==> src/rtl/execute_unit_pkg.sv <==
// Shared opcode and execute-state definitions for the execute stage.
// Optional feature macro: EXEC_MUL_EN (opcode C becomes MUL).
package execute_unit_pkg;

  localparam int unsigned DEF_DATA_W = 8;
  localparam int unsigned DEF_NREGS  = 4;

  typedef enum logic [3:0] {
    OP_NOP  = 4'h0,
    OP_MOV  = 4'h1,
    OP_ADD  = 4'h2,
    OP_SUB  = 4'h3,
    OP_AND  = 4'h4,
    OP_OR   = 4'h5,
    OP_XOR  = 4'h6,
    OP_NOT  = 4'h7,
    OP_SHL  = 4'h8,
    OP_SHR  = 4'h9,
    OP_INC  = 4'hA,
    OP_DEC  = 4'hB,
    OP_MUL  = 4'hC,
    OP_HALT = 4'hF
  } op_e;

  typedef enum logic [2:0] {
    EX_IDLE,
    EX_READ,
    EX_EXEC,
    EX_DONE,
    EX_HALT
  } ex_state_e;

  function automatic logic op_illegal(input logic [3:0] op);
`ifdef EXEC_MUL_EN
    return (op == 4'hD) || (op == 4'hE);
`else
    return (op == 4'hC) || (op == 4'hD) || (op == 4'hE);
`endif
  endfunction

endpackage

==> src/rtl/execute_unit_alu.sv <==
// Combinational ALU: (op, a, b) -> result, flags and writeback enable.
// MUL on opcode C exists only when EXEC_MUL_EN is defined.
module alu
  import execute_unit_pkg::*;
#(
  parameter int unsigned DATA_W = DEF_DATA_W
) (
  input  logic [3:0]        op,
  input  logic [DATA_W-1:0] a,
  input  logic [DATA_W-1:0] b,
  input  logic              c_in,
  output logic [DATA_W-1:0] result,
  output logic              c_out,
  output logic              z_out,
  output logic              wr_en
);

  logic [DATA_W:0] wide;
`ifdef EXEC_MUL_EN
  logic [2*DATA_W-1:0] prod;
`endif

  always_comb begin
    wide   = '0;
    result = '0;
    c_out  = c_in;
    wr_en  = 1'b1;
`ifdef EXEC_MUL_EN
    prod   = '0;
`endif
    case (op)
      OP_MOV: result = a;
      OP_ADD: begin
        wide   = {1'b0, b} + {1'b0, a};
        result = wide[DATA_W-1:0];
        c_out  = wide[DATA_W];
      end
      OP_SUB: begin
        // the 9th bit of a wrapped subtraction is the borrow
        wide   = {1'b0, b} - {1'b0, a};
        result = wide[DATA_W-1:0];
        c_out  = wide[DATA_W];
      end
      OP_AND: begin result = b & a; c_out = 1'b0; end
      OP_OR:  begin result = b | a; c_out = 1'b0; end
      OP_XOR: begin result = b ^ a; c_out = 1'b0; end
      OP_NOT: begin result = ~a;    c_out = 1'b0; end
      OP_SHL: begin
        result = {b[DATA_W-2:0], 1'b0};
        c_out  = b[DATA_W-1];
      end
      OP_SHR: begin
        result = {1'b0, b[DATA_W-1:1]};
        c_out  = b[0];
      end
      OP_INC: begin
        wide   = {1'b0, b} + (DATA_W+1)'(1);
        result = wide[DATA_W-1:0];
        c_out  = wide[DATA_W];
      end
      OP_DEC: begin
        wide   = {1'b0, b} - (DATA_W+1)'(1);
        result = wide[DATA_W-1:0];
        c_out  = wide[DATA_W];
      end
`ifdef EXEC_MUL_EN
      OP_MUL: begin
        prod   = b * a;
        result = prod[DATA_W-1:0];
        c_out  = |prod[2*DATA_W-1:DATA_W];
      end
`endif
      default: wr_en = 1'b0;
    endcase
  end

  assign z_out = (result == '0);

endmodule

==> src/rtl/execute_unit.sv <==
// Execute stage: FSM, 4-entry register file and Z/C flags around the alu.
// Define EXEC_MUL_EN to enable MUL on opcode C.
module execute_unit
  import execute_unit_pkg::*;
#(
  parameter int unsigned DATA_W = DEF_DATA_W,
  parameter int unsigned NREGS  = DEF_NREGS
) (
  input  logic                     clk,
  input  logic                     reset,
  input  logic                     ready,
  input  logic [3:0]               opcode,
  input  logic [$clog2(NREGS)-1:0] src,
  input  logic [$clog2(NREGS)-1:0] dst,
  output logic                     busy,
  output logic                     done,
  output logic                     illegal,
  output logic                     halted,
  output logic                     flag_z,
  output logic                     flag_c,
  input  logic [$clog2(NREGS)-1:0] dbg_sel,
  output logic [DATA_W-1:0]        dbg_data
);

  localparam int unsigned SEL_W = $clog2(NREGS);

  ex_state_e state, state_next;

  logic [3:0]        op_q;
  logic [SEL_W-1:0]  src_q, dst_q;
  logic [DATA_W-1:0] a_q, b_q;
  logic [DATA_W-1:0] regs [NREGS];

  logic [DATA_W-1:0] alu_result;
  logic              alu_c, alu_z, alu_wr;

  alu #(.DATA_W(DATA_W)) u_alu (
    .op     (op_q),
    .a      (a_q),
    .b      (b_q),
    .c_in   (flag_c),
    .result (alu_result),
    .c_out  (alu_c),
    .z_out  (alu_z),
    .wr_en  (alu_wr)
  );

  always_ff @(posedge clk) begin
    if (reset) begin
      state  <= EX_IDLE;
      op_q   <= '0;
      src_q  <= '0;
      dst_q  <= '0;
      a_q    <= '0;
      b_q    <= '0;
      flag_z <= 1'b0;
      flag_c <= 1'b0;
      for (int unsigned i = 0; i < NREGS; i++) regs[i] <= '0;
    end else begin
      state <= state_next;
      case (state)
        EX_IDLE: if (ready) begin
          op_q  <= opcode;
          src_q <= src;
          dst_q <= dst;
        end
        EX_READ: begin
          a_q <= regs[src_q];
          b_q <= regs[dst_q];
        end
        EX_EXEC: if (alu_wr) begin
          regs[dst_q] <= alu_result;
          flag_z      <= alu_z;
          flag_c      <= alu_c;
        end
        default: ;
      endcase
    end
  end

  always_comb begin
    state_next = state;
    busy       = 1'b0;
    done       = 1'b0;
    illegal    = 1'b0;
    halted     = 1'b0;
    case (state)
      EX_IDLE: if (ready) state_next = EX_READ;
      EX_READ: begin
        busy       = 1'b1;
        state_next = EX_EXEC;
      end
      EX_EXEC: begin
        busy       = 1'b1;
        state_next = (op_q == OP_HALT) ? EX_HALT : EX_DONE;
      end
      EX_DONE: begin
        busy       = 1'b1;
        done       = 1'b1;
        illegal    = op_illegal(op_q);
        state_next = EX_IDLE;
      end
      EX_HALT: halted = 1'b1;
      default: state_next = EX_IDLE;
    endcase
  end

  assign dbg_data = regs[dbg_sel];

endmodule

==> config.mk <==
export PLATFORM = sky130hd
export DESIGN_NAME = execute_unit
export DESIGN_NICKNAME = d
export VERILOG_FILES = /design/src/rtl/execute_unit_pkg.sv /design/src/rtl/execute_unit_alu.sv /design/src/rtl/execute_unit.sv
export SDC_FILE = /design/constraint.sdc
export NUM_CORES = 1
export LEC_CHECK = 0
export BUFFER_PORTS_ARGS = -buffer_cell sky130_fd_sc_hd__buf_2
export CORE_MARGIN = 8
export CORE_UTILIZATION = 45
export DETAILED_ROUTE_END_ITERATION = 12
export PLACE_DENSITY_LB_ADDON = 0.25
export SLEW_MARGIN = 20
export SYNTH_ARGS = -nofsm -noshare
export SYNTH_HDL_FRONTEND = slang
export SYNTH_SLANG_ARGS = --single-unit
export TNS_END_PERCENT = 20
==> constraint.sdc <==
create_clock -name clk -period 3.9 [get_ports clk]
set_input_delay 0.78 -clock clk [delete_from_list [all_inputs] [get_ports clk]]
set_output_delay 0.78 -clock clk [all_outputs]
set_load 0.02 [all_outputs]
==> out/results.txt <==
Area of the multi-input gates: 0.00293 sq mm
Worst Tran Pin Value: 799 ps
Yosys warning total: 0
Critical-path top delay cell: dfxtp_1
Die X: 119 um
Cell count after placement: 651
CP Launch Point: op_q[0]
Post-DP Area: 0.00499 sq mm
Crit-path most repeated cell: nand2b_1
Critical path class: reg2reg
R2R cell count: 6
Vias in the first global route: 3914
Crit path launch type: flop
P&R area growth vs syn: 8.61%
Die H: 119 um
Initial antenna violation count: 0
PortBufs: 26
DRT Wirelength: 12700 um
Number of top-level pins: 27
Final Skew: 10.6 ps
WHS: 455 ps
WL per Instance: 19.0 um
GR Util All Layers: 18.2%
Postcts setup bufs: 0
CP Depth: 6
Leak Pwr: 1.87 nW
CTS tree: built
CP delay by family, top: simple AND/OR/NAND/NOR gates
CTS max path bufs: 2
First-pass DRT Iterations: 5
Routability cong.: 0.968
Power Density: 317 mW/mm^2
Setup-failing EPs final: 0
Post-DP HPWL: 9390 um
Number of hold buffers added after cts: 0
Fillers: 952
RSZ-0062 raised after global routing: false
First-pass GRT wire length: 20700 um
Final Worst Setup Slack: 632 ps
Design area: 0.00517 sq mm
Main synth FF type: edfxtp_1
Share of layout cells above drive strength 1: 18.1%
H-tree levels: 3
Hold WC Path Type: reg2reg
Initial DRC Count: 365
Storage cell area: 0.00154 sq mm
Max Fclk: 306 MHz
Minimum clock period: 3270 ps
Clock buffer count from CTS: 9
Avg Inst Size Synth: 9.29 sq um
ANT cells: 0
Clock Tree Root: clkbuf_8
Final period util: 83.8%
Reg clk slew, reported paths: 60 ps
Setup TNS: 0 ps
R2R setup slack: 630 ps
Syn Inst Count: 513
Die area: 0.0141 sq mm
Fin nets: 572
Syn nets: 559
DRC: 0
Yosys cell types: 72
Initial core utilization: 46.2%
Routed Antenna Nets: 0
Largest net degree at the start of global routing: 35
Async S/R FF share, synth: 0%
Total number of vias: 4031
Critical-path cell list: o21ai_1, a2111oi_2, buf_4, nand2b_1, or3_1, nand2b_1
Outcome: finished clean
FF-to-FF Start: op_q[0]
R2R Path End: regs[0][5]
Post-route insts no fill: 667
CP arrival: 3240 ps
Cell Area, Synth: 0.00476 sq mm
Register area share after synthesis: 32.4%
Total congestion overflow: 0
CP Capture Point: regs[0][5]
Critical path peak fanout: 16
Max cap viols: 0
Max-slew violations: 0
Buf/Inv on CP: 1
Clk sinks: 61
Max VDD drop: 0.000305 V
CP Capture Type: flop
Core ar.: 0.0103 sq mm
Vias/cell: 6.04
Worst skew pair latency: 340 ps
Pre-CTS setup slack: 728 ps
Post_cts resized: 0
Final Hold Viols: 0
Worst EP required: 3880 ps
EDFF count, synth: 32
Row cnt: 37
Relative slew slack: 46.7%
Register bit total from synthesis: 61
Crit path largest cell delay: 790 ps
tightest hold or removal path: cells and delay by family (launching register included):
family / cells / cell delay (ps)
flops: 1 / 310
compound gates: 1 / 50
simple gates: 1 / 50
logic make-up (layout without fill, tap and decap cells):
| group | count (synthesis) | after routing | synth area share (%) |
|---|---|---|---|
| buffers and inverters | 68 | 86 | 6.35 |
| adder cells (fa/ha/maj) | 33 | 33 | 8.98 |
| AND/OR/NAND/NOR | 193 | 193 | 19.5 |
| XOR/XNOR | 10 | 10 | 1.84 |
| AO/OA/AOI/OAI | 117 | 117 | 17.4 |
| flip-flops | 61 | 61 | 32.4 |
| multiplexers | 31 | 31 | 13.6 |
cells in the final DEF, fill, tap and decap left out, drive strengths merged, types with 5 or more instances in the layout:
cell / Yosys / final
o31ai: 8 / 8
a31oi: 8 / 8
inv: 28 / 28
mux4: 27 / 27
buf: 19 / 41
nand3: 12 / 12
edfxtp: 32 / 32
a22oi: 8 / 8
nand2: 70 / 70
o21ai: 16 / 16
nand2b: 10 / 10
dfxtp: 29 / 29
ha: 31 / 31
clkbuf: 20 / 11
nor2b: 7 / 7
o22ai: 6 / 6
a21oi: 35 / 35
nor3b: 5 / 5
xnor2: 8 / 8
nor3: 10 / 10
and3: 9 / 9
nor2: 49 / 49
nand3b: 7 / 7
per-layer routing:
metal | GRT usage (%) | wire length, um | share of wire, % | up-vias
met5 | 0 | 0 | 0 | -
met4 | 6.48 | 252 | 2.0 | 0
met3 | 3.12 | 898 | 7.1 | 23
met2 | 30.0 | 6020 | 48 | 168
met1 | 23.7 | 5480 | 43 | 1939
li1 | - | - | - | 1901
power by group:
group / switching (mW) / internal, mW
Combinational: 0.210 / 0.150
Clock: 0.235 / 0.291
Sequential: 0.0532 / 0.703
Total: 0.498 / 1.14
flip-flops by register name (all words and copies together) (netlist names):
name	count
a_q	8
flag_c	1
op_q	4
state	3
b_q	8
flag_z	1
regs	32
dst_q	2
src_q	2
cells in the mapped netlist (8+ instances only):
cell type,instances,area (sq um)
nor3_1,10,50.1
ha_1,31,388
edfxtp_1,32,961
clkbuf_1,20,75.1
dfxtp_1,29,581
nand2b_1,10,62.6
nor2_1,49,184
mux4_2,27,608
o21ai_1,8,40.0
nand3_1,11,55.1
inv_1,25,93.8
buf_2,9,45.0
xnor2_1,8,70.1
a31oi_1,8,50.1
a21oi_1,35,175
and3_1,9,56.3
nand2_1,70,263
o21ai_0,8,40.0
how the worst min path moves through the flow:
| stage | start | endpoint | slack [ps] | cells after the start |
|---|---|---|---|---|
| after floorplan | a_q[5] | a_q[5] | 470 | 2 |
| after global placement | flag_c | flag_c | 450 | 2 |
| after detailed placement | flag_c | flag_c | 450 | 2 |
| after CTS | flag_c | flag_c | 460 | 2 |
| after global routing | flag_c | flag_c | 490 | 2 |
| final | flag_c | flag_c | 450 | 2 |
final cells by class:
type	count	area share (%)
multi-input cells	384	56.6
flip-flops and latches	61	29.8
repair buffers	41	4.69
well taps	136	3.29
clock buffers	11	2.54
inverters	29	2.15
clock inverters	5	0.991
metrics by stage:
| step | power (mW) | utilization [%] |
|---|---|---|
| after floorplan | 1.03 | - |
| after global placement | 1.12 | 48.3 |
| after detailed placement | 1.13 | 48.4 |
| after CTS | 1.65 | 50.1 |
| after global routing | 1.73 | 50.1 |
| final | 1.64 | 50.1 |
(Power assumes the default switching activity.)
